$ cat config.mk
export PLATFORM = sky130hd
export DESIGN_NAME = be_cmd_dispatch
export DESIGN_NICKNAME = d
export VERILOG_FILES = /design/src/rtl/be_cmd_pkg.sv /design/src/rtl/be_cmd_timer.sv /design/src/rtl/be_cmd_dispatch.sv
export SDC_FILE = /design/constraint.sdc
export NUM_CORES = 1
export LEC_CHECK = 0
export CORE_MARGIN = 5
export CORE_UTILIZATION = 47
export DETAILED_ROUTE_END_ITERATION = 8
export PLACE_DENSITY = 0.75
export SETUP_SLACK_MARGIN = 0.3
export SYNTH_ARGS = -nofsm -noshare
export SYNTH_HDL_FRONTEND = slang
export SYNTH_SLANG_ARGS = --single-unit
export TNS_END_PERCENT = 1
$ cat constraint.sdc
create_clock -name clk -period 1.79 [get_ports clk]
set_clock_uncertainty 0.1 [all_clocks]
set_input_delay 0.179 -clock clk [delete_from_list [all_inputs] [get_ports clk]]
set_output_delay 0.179 -clock clk [all_outputs]
set_load 0.01 [all_outputs]
$ cat src/rtl/be_cmd_pkg.sv
// be_cmd_pkg: shared definitions for the back-end command dispatcher.
//   - opcode constants (low nibble of a command byte)
//   - status constants (high nibble of a response byte)
//   - dispatcher state encoding
package be_cmd_pkg;

    localparam logic [3:0] OP_SEND  = 4'h1;
    localparam logic [3:0] OP_FLUSH = 4'h2;

    localparam logic [3:0] ST_OK      = 4'h0;
    localparam logic [3:0] ST_TIMEOUT = 4'h1;
    localparam logic [3:0] ST_ERR     = 4'hE;

    typedef enum logic [1:0] {
        S_IDLE = 2'd0,
        S_WAIT = 2'd1,
        S_RESP = 2'd2
    } state_t;

endpackage

$ cat src/rtl/be_cmd_timer.sv
// be_cmd_timer: WAIT-phase timeout counter.
//   clk, rst : clock, asynchronous active-high reset
//   clear    : force count to 0 (has priority over enable)
//   enable   : increment count by one
//   expire   : count has reached TIMEOUT-1 (never asserted when TIMEOUT == 0)
module be_cmd_timer #(
    parameter int TIMEOUT   = 50000,
    parameter int TIMEOUT_W = 16
) (
    input  logic clk,
    input  logic rst,
    input  logic clear,
    input  logic enable,
    output logic expire
);

    // For TIMEOUT == 0 this wraps to all ones, but expire is gated off anyway.
    localparam logic [TIMEOUT_W-1:0] LAST = TIMEOUT_W'(TIMEOUT - 1);

    logic [TIMEOUT_W-1:0] count;

    always_ff @(posedge clk or posedge rst) begin
        if (rst) begin
            count <= '0;
        end else if (clear) begin
            count <= '0;
        end else if (enable) begin
            count <= count + TIMEOUT_W'(1);
        end
    end

    assign expire = (TIMEOUT != 0) && (count == LAST);

endmodule

$ cat src/rtl/be_cmd_dispatch.sv
// be_cmd_dispatch: accepts one command byte at a time, pulses start/flush
// towards one UFU channel, waits for done (with timeout) on SEND, and
// returns a one-byte status response.
//   clk, rst   : clock, asynchronous active-high reset
//   cmd_valid, cmd, cmd_ready : command handshake ([7:4] channel, [3:0] opcode)
//   start, flush : one-hot, one-cycle pulses to the UFUs
//   done       : per-channel completion from the UFUs
//   busy       : high whenever a command is in flight
//   rsp_valid, rsp_data, rsp_ready : response handshake ([7:4] status, [3:0] channel)
//
//   state  | meaning
//   IDLE   | ready for a command
//   WAIT   | SEND issued, waiting for done[ch] or timeout
//   RESP   | response byte presented, waiting for rsp_ready
module be_cmd_dispatch #(
    parameter int NUM_CH    = 4,
    parameter int TIMEOUT   = 50000,
    parameter int TIMEOUT_W = 16
) (
    input  logic              clk,
    input  logic              rst,
    input  logic              cmd_valid,
    input  logic [7:0]        cmd,
    output logic              cmd_ready,
    output logic [NUM_CH-1:0] start,
    output logic [NUM_CH-1:0] flush,
    input  logic [NUM_CH-1:0] done,
    output logic              busy,
    output logic              rsp_valid,
    output logic [7:0]        rsp_data,
    input  logic              rsp_ready
);

    import be_cmd_pkg::*;

    state_t            state, state_n;
    logic [3:0]        ch_q, ch_n;
    logic [NUM_CH-1:0] start_n, flush_n;
    logic [7:0]        rsp_n;
    logic [NUM_CH-1:0] cmd_dec, ch_dec;
    logic              accept, ch_valid, is_send, is_flush;
    logic              done_hit, expire, tmr_clr, tmr_en;

    // Channel decode; an out-of-range channel decodes to all zeros,
    // which doubles as the channel range check.
    always_comb begin
        cmd_dec = '0;
        ch_dec  = '0;
        for (int i = 0; i < NUM_CH; i++) begin
            cmd_dec[i] = (cmd[7:4] == 4'(i));
            ch_dec[i]  = (ch_q == 4'(i));
        end
    end

    assign accept   = cmd_valid && cmd_ready;
    assign ch_valid = |cmd_dec;
    assign is_send  = ch_valid && (cmd[3:0] == OP_SEND);
    assign is_flush = ch_valid && (cmd[3:0] == OP_FLUSH);
    assign done_hit = |(done & ch_dec);

    be_cmd_timer #(
        .TIMEOUT   (TIMEOUT),
        .TIMEOUT_W (TIMEOUT_W)
    ) u_timer (
        .clk    (clk),
        .rst    (rst),
        .clear  (tmr_clr),
        .enable (tmr_en),
        .expire (expire)
    );

    // State register; all outputs are registered from the next-state values
    // so they change together with the state.
    always_ff @(posedge clk or posedge rst) begin
        if (rst) begin
            state     <= S_IDLE;
            ch_q      <= '0;
            start     <= '0;
            flush     <= '0;
            rsp_data  <= '0;
            rsp_valid <= 1'b0;
            busy      <= 1'b0;
            cmd_ready <= 1'b0;
        end else begin
            state     <= state_n;
            ch_q      <= ch_n;
            start     <= start_n;
            flush     <= flush_n;
            rsp_data  <= rsp_n;
            rsp_valid <= (state_n == S_RESP);
            busy      <= (state_n != S_IDLE);
            cmd_ready <= (state_n == S_IDLE);
        end
    end

    always_comb begin
        state_n = state;
        case (state)
            S_IDLE: if (accept) state_n = is_send ? S_WAIT : S_RESP;
            S_WAIT: if (done_hit || expire) state_n = S_RESP;
            S_RESP: if (rsp_ready) state_n = S_IDLE;
            default: state_n = S_IDLE;
        endcase
    end

    always_comb begin
        start_n = '0;
        flush_n = '0;
        rsp_n   = rsp_data;
        ch_n    = ch_q;
        tmr_clr = 1'b0;
        tmr_en  = 1'b0;
        case (state)
            S_IDLE: begin
                if (accept) begin
                    ch_n = cmd[7:4];
                    if (is_send) begin
                        start_n = cmd_dec;
                        tmr_clr = 1'b1;
                    end else if (is_flush) begin
                        flush_n = cmd_dec;
                        rsp_n   = {ST_OK, cmd[7:4]};
                    end else begin
                        rsp_n   = {ST_ERR, cmd[7:4]};
                    end
                end
            end
            S_WAIT: begin
                // done takes priority over a coincident expiry: no flush then.
                if (done_hit) begin
                    rsp_n = {ST_OK, ch_q};
                end else if (expire) begin
                    flush_n = ch_dec;
                    rsp_n   = {ST_TIMEOUT, ch_q};
                end else begin
                    tmr_en = 1'b1;
                end
            end
            default: ;
        endcase
    end

endmodule
==> results.sh, run 1 <==
export IMPL_crit_path_start_kind="register"
export IMPL_fin_crit_ps=1870
export IMPL_first_pass_iters=6
export IMPL_cap_violations=0
export IMPL_fin_cells=328
export IMPL_numCtsBuffers=5
export IMPL_area_growth_pct=58.6
export IMPL_tightest_slew_ps=498
export IMPL_fillers=273
export IMPL_p_leak_nw=1.38
export IMPL_clockRootBuffer="clkbuf_8"
export IMPL_synthCells=191
export IMPL_synth_edf_count=0
export IMPL_cp_arrival_ps=1990
export IMPL_synth_cell_type_count=50
export IMPL_crit_type="reg -> reg"
export IMPL_cp_data_required_time_ps=1910
export IMPL_ys_flop_type="dfrtp_1"
export IMPL_ant_nets=0
export IMPL_routed_wl_mm=6.21
export IMPL_critPathMaxStageDelay_ps=610
export IMPL_fin_ws_ps=-80.7
export IMPL_period_share=1.05
export IMPL_drt_iter0_drc=210
export IMPL_yosys_warnings=0
export IMPL_hpwl_mm=3.90
export IMPL_core_area_sq_mm=0.00429
export IMPL_grt_pass1_wl_mm=10.6
export IMPL_outcome="complete, but fails checks"
export IMPL_diodes=0
export IMPL_cts_buffer_depth=2
export IMPL_grt_max_degree=40
export IMPL_grt_ovfl_total=0
export IMPL_hold_violations=0
export IMPL_rsz0062_at_grt="true"
export IMPL_cp_max_fo=5
export IMPL_grtUsageTotal=0.223
export IMPL_ios=35
export IMPL_power_density_mw_per_mm2=1010
export IMPL_die_h_microns=76.2
export IMPL_post_dp_cell_area_sq_mm=0.00275
export IMPL_viasPerCell=6.10
export IMPL_critPathSlowestCell="or4_4"
export IMPL_ys_async_sr_fraction=1.00
export IMPL_setup_viol=18
export IMPL_reg2reg_from="u_timer.count[11]"
export IMPL_reg2regPathDepth=4
export IMPL_cts_tree="built"
export IMPL_drc_errors=0
export IMPL_htree_levels=2
export IMPL_synth_area_sq_mm=0.00206
export IMPL_synth_nets=208
export IMPL_fin_hold_ws_ps=201
export IMPL_hold_path_class="in -> async"
export IMPL_clock_sinks=39
export IMPL_violations="negative setup slack"
export IMPL_max_slew_margin_rel=0.668
export IMPL_clock_latency_ps=300
export IMPL_clk_pin_slew_ps=90
export IMPL_fin_util=0.760
export IMPL_fin_tns_setup_ps=-513
export IMPL_routedWlPerCell_microns=18.9
export IMPL_die_area_sq_mm=0.00580
export IMPL_antenna_found_initial=0
export IMPL_fin_nets=292
export IMPL_rows=24
export IMPL_final_area_sq_mm=0.00326
export IMPL_die_w_microns=76.2
export IMPL_ys_ff_latch=39
export IMPL_max_freq_ghz=0.535
export IMPL_path_cells="nand4_1, or4_4, or3_1, a21oi_1"
export IMPL_gp_congestion=0.853
export IMPL_vdd_ir_drop_max_mv=0.802
export IMPL_synth_avg_cell_area_sq_um=10.8
export IMPL_drive_gt1_frac=0.402
export IMPL_slew_viol_final=0
export IMPL_startpoint="u_timer.count[11]"
export IMPL_place_inst=310
export IMPL_grt_pass1_vias=2050
export IMPL_initial_core_util=0.479
export IMPL_crit_path_end_kind="register"
export IMPL_io_buffer_count=34
export IMPL_ys_seq_area_frac=0.474
export IMPL_vias=2000
-- critical path, delay by kind of cell (launching register included) --
| family | cells | cell delay [ps] |
|---|---|---|
| compound gates | 1 | 140 |
| flops | 1 | 430 |
| simple gates | 3 | 1120 |
-- synthesized netlist by cell type, drive strengths merged (3+ instances only) --
cell type   n  area share
a221oi      4       0.017
or3         4       0.012
and3        6       0.018
nor2b       3      0.0091
o311ai      3       0.013
a21oi       8       0.019
o22ai       3      0.0091
nor2        6       0.011
o21ai       8       0.021
dfrtp      39        0.47
a211oi      4       0.015
o31ai       8       0.029
mux2i       4       0.032
or4         6       0.024
buf        12       0.043
nand2      10       0.018
nand3      11       0.029
nand4       6       0.018
mux2        4       0.022
inv         8       0.015
o211ai      4       0.015
nor4        4       0.021
-- flip-flops by register name (all words and copies together), names as in the netlist --
name / flops
busy: 1
ch_q: 4
cmd_ready: 1
flush: 4
rsp_data: 6
rsp_valid: 1
start: 4
state: 2
u_timer.count: 16
-- report_power, final --
part | internal (W) | switching, W
logic | 0.000766 | 0.000602
registers | 0.00103 | 0.000114
clock network | 0.000451 | 0.000321
-- cell type report --
class,count,area (sq um),area share
clock buffer,6,82.6,0.0253
sequential,39,978,0.300
inverter,8,30.0,0.00921
timing repair buffer,89,838,0.257
tap,52,65.1,0.0199
clock inverter,2,35.0,0.0107
multi-input combinational,132,1230,0.378
-- repair_timing --
action / 4_1_cts / 5_1_grt
pin swaps: 27 / 14
endpoints found under the setup margin: 42 / 46
gates resized for setup: 55 / 22
hold buffers: 0 / 0
buffers inserted: 3 / 5
endpoints found under the hold margin: 0 / 0
gates cloned: 2 / 0
-- through the flow --
step / total power (W) / setup slack [ps]
after floorplan: 0.00166 / 62.7
after CTS: 0.00321 / -37.6
final: 0.00329 / -80.7
after global placement: 0.00212 / -141
after global routing: 0.00346 / -140
after detailed placement: 0.00215 / -199
-- placed cells by master, fill, tap and decap left out, types with 2 or more instances in the layout --
master,instances
dfrtp_1,37
buf_4,37
clkdlybuf4s50_1,24
buf_6,17
nand2_1,10
nand3_1,9
inv_1,8
o31ai_1,8
dlymetal6s2s_1,7
nand4_1,6
a21oi_1,6
clkbuf_8,6
and3_4,4
nor2_1,4
a211oi_2,4
o211ai_1,4
mux2_4,4
or4_1,4
nor2b_1,3
a221oi_2,3
o21ai_1,3
o311ai_1,3
o21ai_0,3
or3_1,3
dlygate4sd2_1,3
mux2i_4,2
o21ai_4,2
nor4_2,2
nand2b_1,2
o221ai_4,2
nor3_1,2
nor2_4,2
o22ai_1,2
or4_4,2
nor4_4,2
mux2i_1,2
and3_1,2
dfrtp_2,2
-- worst paths after layout --
path | slack (ps) | endpoint
min in group clk | 450 | u_timer.count[14]
max in group asynchronous | 1010 | ch_q[0]
max | -80 | u_timer.count[13]
min reg2reg | 450 | u_timer.count[14]
min | 200 | ch_q[1]
max reg2reg | -80 | u_timer.count[13]
-- metal layers --
layer / vias to the layer above / part of all wire / GRT usage
li1: 919 / - / -
met1: 991 / 0.43 / 0.282
met2: 74 / 0.49 / 0.369
met3: 16 / 0.051 / 0.0508
met4: 0 / 0.032 / 0.0839
met5: - / 0 / 0
-- kinds of logic (layout without fill, tap and decap cells) --
logic type / Yosys count / after routing / synth area share
AND/OR/NAND/NOR: 70 / 70 / 0.218
AO/OA/AOI/OAI: 51 / 53 / 0.187
flip-flops: 39 / 39 / 0.474
buffers and inverters: 22 / 105 / 0.0608
multiplexers: 8 / 8 / 0.0535
adder cells (fa/ha/maj): 1 / 1 / 0.00608
Note: power is estimated with default switching activity, not from simulation.
==> inputs of run 2 (changes only) <==
--- a/config.mk
+++ b/config.mk
@@ -6,9 +6,9 @@
 export NUM_CORES = 1
 export LEC_CHECK = 0
 export CORE_MARGIN = 5
-export CORE_UTILIZATION = 47
+export CORE_UTILIZATION = 52
 export DETAILED_ROUTE_END_ITERATION = 8
-export PLACE_DENSITY = 0.75
+export PLACE_DENSITY = 0.79
 export SETUP_SLACK_MARGIN = 0.3
 export SYNTH_ARGS = -nofsm -noshare
 export SYNTH_HDL_FRONTEND = slang
==> constraint.sdc (replaced) <==
create_clock -name clk -period 1.9 [get_ports clk]
set_clock_uncertainty 0.1 [all_clocks]
set_input_delay 0.19 -clock clk [delete_from_list [all_inputs] [get_ports clk]]
set_output_delay 0.19 -clock clk [all_outputs]
set_load 0.01 [all_outputs]
==> run 2 against run 1 <==
Power decreased by 8.2%. Cell area decreased by 6.2%. Non-clock buffer count decreased by 12. Maximum frequency decreased by 5.3%. Sequential power decreased by 5%. Clock power increased by 7.1%. The run still ends with negative setup slack left. Hold slack improved by 11 ps. First-iteration DRC count increased by 43%. Sequential share of layout area increased by 2.2 points. Sequential cell count unchanged. Utilization increased by 5.8 points.
==> results.sh, run 2 (synthesis results as in run 1) <==
export IMPL_outcome="complete, but fails checks"
export IMPL_violations="negative setup slack"
export IMPL_ant_nets=0
export IMPL_critPathSlowestCell="nor4bb_2"
export IMPL_antenna_found_initial=0
export IMPL_ios=35
export IMPL_routedWlPerCell_microns=21.1
export IMPL_hpwl_mm=3.88
export IMPL_die_h_microns=72.9
export IMPL_fin_util=0.817
export IMPL_reg_top3="u_timer.count: 16 flops, rsp_data: 6 flops"
export IMPL_hold_violations=0
export IMPL_rsz0062_at_grt="true"
export IMPL_drc_errors=0
export IMPL_worst_path_buf_inv=1
export IMPL_die_w_microns=72.9
export IMPL_clock_sinks=39
export IMPL_fin_tns_setup_ps=-356
export IMPL_viasPerCell=6.53
export IMPL_tightest_slew_ps=496
export IMPL_setup_viol=11
export IMPL_fin_nets=280
export IMPL_cp_arrival_ps=2050
export IMPL_critPathMaxStageDelay_ps=480
export IMPL_grt_pass1_vias=1992
export IMPL_numCtsBuffers=5
export IMPL_cp_data_required_time_ps=1970
export IMPL_max_slew_margin_rel=0.669
export IMPL_gp_congestion=0.964
export IMPL_hold_path_class="in -> async"
export IMPL_r2r_end="flush[2]"
export IMPL_routed_wl_mm=6.59
export IMPL_die_area_sq_mm=0.00531
export IMPL_cap_violations=0
export IMPL_grt_ovfl_total=0
export IMPL_crit_path_end_kind="register"
export IMPL_cp_num_cells=4
export IMPL_core_area_sq_mm=0.00374
export IMPL_period_share=1.04
export IMPL_area_growth_pct=48.7
export IMPL_startpoint="u_timer.count[12]"
export IMPL_clockRootBuffer="clkbuf_8"
export IMPL_grtUsageTotal=0.256
export IMPL_cp_max_fo=7
export IMPL_max_freq_ghz=0.506
export IMPL_htree_levels=2
export IMPL_largest_register="u_timer.count"
export IMPL_cts_tree="built"
export IMPL_fin_crit_ps=1980
export IMPL_vias=2038
export IMPL_cts_buffer_depth=2
export IMPL_reg2reg_from="u_timer.count[12]"
export IMPL_crit_path_start_kind="register"
export IMPL_p_leak_nw=1.21
export IMPL_rows=22
export IMPL_initial_core_util=0.549
export IMPL_path_delay_family="simple AND/OR/NAND/NOR gates"
export IMPL_r2r_setup_slack_ps=-80
export IMPL_drt_iter0_drc=301
export IMPL_reg2regPathDepth=4
export IMPL_clock_latency_ps=300
export IMPL_largest_register_ff_count=16
export IMPL_path_cells="nor4bb_2, nand4_1, buf_4, o41ai_2"
export IMPL_drive_gt1_frac=0.386
export IMPL_crit_path_end="flush[2]"
export IMPL_final_cell_mix="39 x buf_4, 33 x clkdlybuf4s50_1, 31 x dfrtp_1"
export IMPL_grt_pass1_wl_mm=10.3
export IMPL_io_buffer_count=34
export IMPL_crit_type="reg -> reg"
export IMPL_clk_pin_slew_ps=80
export IMPL_diodes=0
export IMPL_vdd_ir_drop_max_mv=0.763
export IMPL_mostFrequentLayoutCell="buf_4"
export IMPL_power_density_mw_per_mm2=986
export IMPL_fin_ws_ps=-75.9
export IMPL_grt_max_degree=40
export IMPL_slew_viol_final=0
export IMPL_first_pass_iters=5
## run 2: changes by cell type in the layout (fill, tap and decap cells not counted), moves of 6 or more
cell	delta
dfrtp_2	+6
clkdlybuf4s50_1	+9
dlymetal6s2s_1	-6
buf_6	-13
dfrtp_1	-6
## run 2: worst min path at each step
| stage | end | slack (ps) | cells past startpoint |
|---|---|---|---|
| final | u_timer.count[0] | 210 | 3 |
| after global placement | u_timer.count[14] | 400 | 1 |
| after global routing | u_timer.count[0] | 260 | 3 |
| after detailed placement | u_timer.count[14] | 410 | 1 |
| after floorplan | start[1] | 220 | 2 |
| after CTS | u_timer.count[1] | 230 | 3 |
## run 2: where the power goes
group | leakage [nW] | internal (W) | switching (W) | total [W]
Combinational | 0.648 | 0.000603 | 0.000498 | 0.00110
Clock | 0.0654 | 0.000525 | 0.000302 | 0.000827
Sequential | 0.496 | 0.000974 | 0.000115 | 0.00109
Total | 1.21 | 0.00210 | 0.000915 | 0.00302
## run 2: area by class of cell
cell class | count | area (sq um)
Timing Repair Buffer | 77 | 681
Inverter | 8 | 30.0
Multi-Input combinational cell | 132 | 1170
Fill cell | 216 | 684
Clock inverter | 2 | 60.1
Tap cell | 48 | 60.1
Clock buffer | 6 | 72.6
Sequential cell | 39 | 986
## run 2: stage by stage
stage	hold slack (ps)	setup slack (ps)	area [sq um]	std cells	power, W
2_1_floorplan	222	173	2090	191	0.00156
3_3_place_gp	402	-60.7	2620	289	0.00197
3_5_place_dp	408	-92.1	2620	289	0.00201
4_1_cts	225	61.7	2950	311	0.00298
5_1_grt	258	-141	3060	312	0.00315
6_report	212	-75.9	3060	312	0.00302
## run 2: worst min-delay path, delay by kind of cell
kind	cells	cell delay, ps
buf+inv	3	870
## run 2: metal layers
layer / share of wire / global-route usage / vias up / wire length (microns)
met2: 0.49 / 0.412 / 131 / 3220
met5: 0 / 0 / - / 0
met1: 0.40 / 0.330 / 989 / 2610
li1: - / - / 887 / -
met3: 0.079 / 0.0716 / 31 / 518
met4: 0.036 / 0.0902 / 0 / 238
## run 2: repair_timing
action	4_1_cts	5_1_grt
pin swaps	11	17
setup endpoints to repair	31	34
hold buffers	0	0
buffers inserted	12	1
gates cloned	2	0
endpoints found under the hold margin	0	0
gates resized for setup	16	27
==> inputs of run 3 (changes only) <==
--- a/config.mk
+++ b/config.mk
@@ -8,8 +8,8 @@
 export CORE_MARGIN = 5
 export CORE_UTILIZATION = 52
 export DETAILED_ROUTE_END_ITERATION = 8
+export GPL_TIMING_DRIVEN = 0
 export PLACE_DENSITY = 0.79
-export SETUP_SLACK_MARGIN = 0.3
 export SYNTH_ARGS = -nofsm -noshare
 export SYNTH_HDL_FRONTEND = slang
 export SYNTH_SLANG_ARGS = --single-unit
==> constraint.sdc (replaced) <==
create_clock -name clk -period 1.9 [get_ports clk]
set_clock_uncertainty 0.1 [all_clocks]
set_input_delay 0.475 -clock clk [delete_from_list [all_inputs] [get_ports clk]]
set_output_delay 0.475 -clock clk [all_outputs]
set_load 0.01 [all_outputs]
==> run 3 against run 2 <==
The run still ends with negative setup slack left. Final cell count down 3.8%. Routed wire length up 2.9%. Global-route usage down 2.4 points. Hold slack better by 220 ps. Die area unchanged. Maximum frequency up 0.21%. Power down 4.9%. Register-to-register slack about the same. Sequential share of layout area up 0.41 points.
==> results.sh, run 3 (synthesis results as in run 1) <==
export IMPL_die_w_microns=72.9
export IMPL_cp_data_required_time_ps=1970
export IMPL_fin_crit_ps=1970
export IMPL_grt_max_degree=40
export IMPL_slew_viol_final=0
export IMPL_p_int_w=0.00191
export IMPL_cp_max_fo=7
export IMPL_fin_cells=300
export IMPL_clk_pin_slew_ps=80
export IMPL_mostFrequentLayoutCell="dfrtp_1"
export IMPL_period_share=1.04
export IMPL_die_area_sq_mm=0.00531
export IMPL_rows=22
export IMPL_gp_congestion=0.863
export IMPL_area_growth_pct=46.3
export IMPL_p_comb_frac=0.361
export IMPL_ios=35
export IMPL_ant_nets=0
export IMPL_rsz0062_at_grt="true"
export IMPL_drc_errors=0
export IMPL_cts_tree="built"
export IMPL_vias=2007
export IMPL_crit_path_end_kind="register"
export IMPL_final_cell_mix="34 x dfrtp_1, 25 x clkdlybuf4s50_1, 20 x buf_4"
export IMPL_place_inst=273
export IMPL_swShare=0.333
export IMPL_crit_path_start_kind="register"
export IMPL_htree_levels=2
export IMPL_grt_ovfl_total=0
export IMPL_fin_nets=267
export IMPL_max_freq_ghz=0.507
export IMPL_clock_latency_ps=310
export IMPL_power_density_mw_per_mm2=954
export IMPL_postCtsHoldBufs=0
export IMPL_grt_pass1_vias=1935
export IMPL_vdd_ir_drop_max_mv=0.878
export IMPL_io_buffer_count=34
export IMPL_largest_register="u_timer.count"
export IMPL_cp_arrival_ps=2040
export IMPL_fin_ws_ps=-71.9
export IMPL_routedWlPerCell_microns=22.6
export IMPL_outcome="complete, but fails checks"
export IMPL_hold_violations=0
export IMPL_clockRootBuffer="clkbuf_8"
export IMPL_fin_util=0.804
export IMPL_tightest_slew_ps=820
export IMPL_grtUsageTotal=0.232
export IMPL_viasPerCell=6.69
export IMPL_antenna_found_initial=1
export IMPL_clock_sinks=39
export IMPL_setup_viol=6
export IMPL_power_switching_w=0.000956
export IMPL_clkPwrFrac=0.257
export IMPL_reg_top3="u_timer.count: 16 flops, rsp_data: 6 flops"
export IMPL_drive_gt1_frac=0.355
export IMPL_crit_type="reg -> reg"
export IMPL_hold_path_class="reg -> reg"
export IMPL_numCtsBuffers=5
export IMPL_max_slew_margin_rel=0.452
export IMPL_cap_violations=0
export IMPL_initial_core_util=0.549
export IMPL_grt_pass1_wl_mm=9.45
export IMPL_violations="negative setup slack"
export IMPL_cts_buffer_depth=2
export IMPL_p_seq_frac=0.383
export IMPL_drt_iter0_drc=200
export IMPL_fin_tns_setup_ps=-197
export IMPL_first_pass_iters=4
export IMPL_die_h_microns=72.9
export IMPL_p_leak_nw=1.21
export IMPL_dp_slack_ps=-727
export IMPL_hpwl_mm=3.90
export IMPL_largest_register_ff_count=16
export IMPL_core_area_sq_mm=0.00374
export IMPL_routed_wl_mm=6.78
run 3: cell count changes in the layout (fill, tap and decap cells not counted), sizes merged:
cell           change
buf               -13
clkinv             +1
clkbuf             +1
inv                +1
dlygate4sd2        +2
clkdlybuf4s50      -8
diode              +1
dlymetal6s2s       +4
bufinv             -1
run 3: final timing paths:
| check | start | end | slack (ps) | cells after the start |
|---|---|---|---|---|
| max in group asynchronous | rst | u_timer.count[8] | 590 | 2 |
| worst min-delay path | u_timer.count[14] | u_timer.count[14] | 440 | 1 |
| worst max-delay path | ch_q[3] | rsp_data[2] | -70 | 4 |
| worst min register to register | u_timer.count[14] | u_timer.count[14] | 440 | 1 |
| min in group asynchronous | rst | start[1] | 540 | 2 |
| worst max register to register | ch_q[3] | rsp_data[2] | -70 | 4 |
run 3: cell type report:
| class | instances | area, sq um |
|---|---|---|
| Antenna cell | 1 | 2.50 |
| Buffer | 13 | 131 |
| Clock buffer | 5 | 68.8 |
| Clock inverter | 3 | 47.5 |
| Fill cell | 222 | 734 |
| Inverter | 8 | 30.0 |
| Multi-Input combinational cell | 132 | 1200 |
| Sequential cell | 39 | 982 |
| Tap cell | 48 | 60.1 |
| Timing Repair Buffer | 51 | 485 |
run 3: power groups by stage:
stage,Combinational (W),Sequential (W),Clock [W]
floorplan,0.000439,0.00110,0
CTS,0.000840,0.00107,0.000728
global route,0.00109,0.00111,0.000774
detailed placement,0.000760,0.00109,0
global placement,0.000740,0.00108,0
finish,0.00104,0.00110,0.000737
run 3: per-layer routing:
layer  GRT usage  vias to the layer above  wire length, microns
li1            -                      869                     -
met1       0.293                     1014                  2710
met2       0.390                      103                  3480
met3      0.0455                       21                   386
met4      0.0881                        0                   199
met5           0                        -                     0
run 3: repair_timing:
item                       in CTS  in global routing
hold endpoints to repair        0                  0
setup endpoints to repair      30                 27
pin swaps                       3                 13
gates resized for setup        23                 45
cloned                          0                  5
setup buffers                   5                  9
run 3: stage by stage:
step | instance area [sq um] | hold WS [ps] | total power (W)
floorplan | 2060 | 363 | 0.00154
global placement | 2460 | 389 | 0.00182
detailed placement | 2460 | 401 | 0.00185
CTS | 2680 | 413 | 0.00264
global route | 3010 | 447 | 0.00298
finish | 3010 | 435 | 0.00287
run 3: critical path, stage by stage, from the launching register on:
cell	delay, ps
dfrtp_1	430
or3b_4	490
o22a_2	350
a211oi_1	400
a221oi_2	70
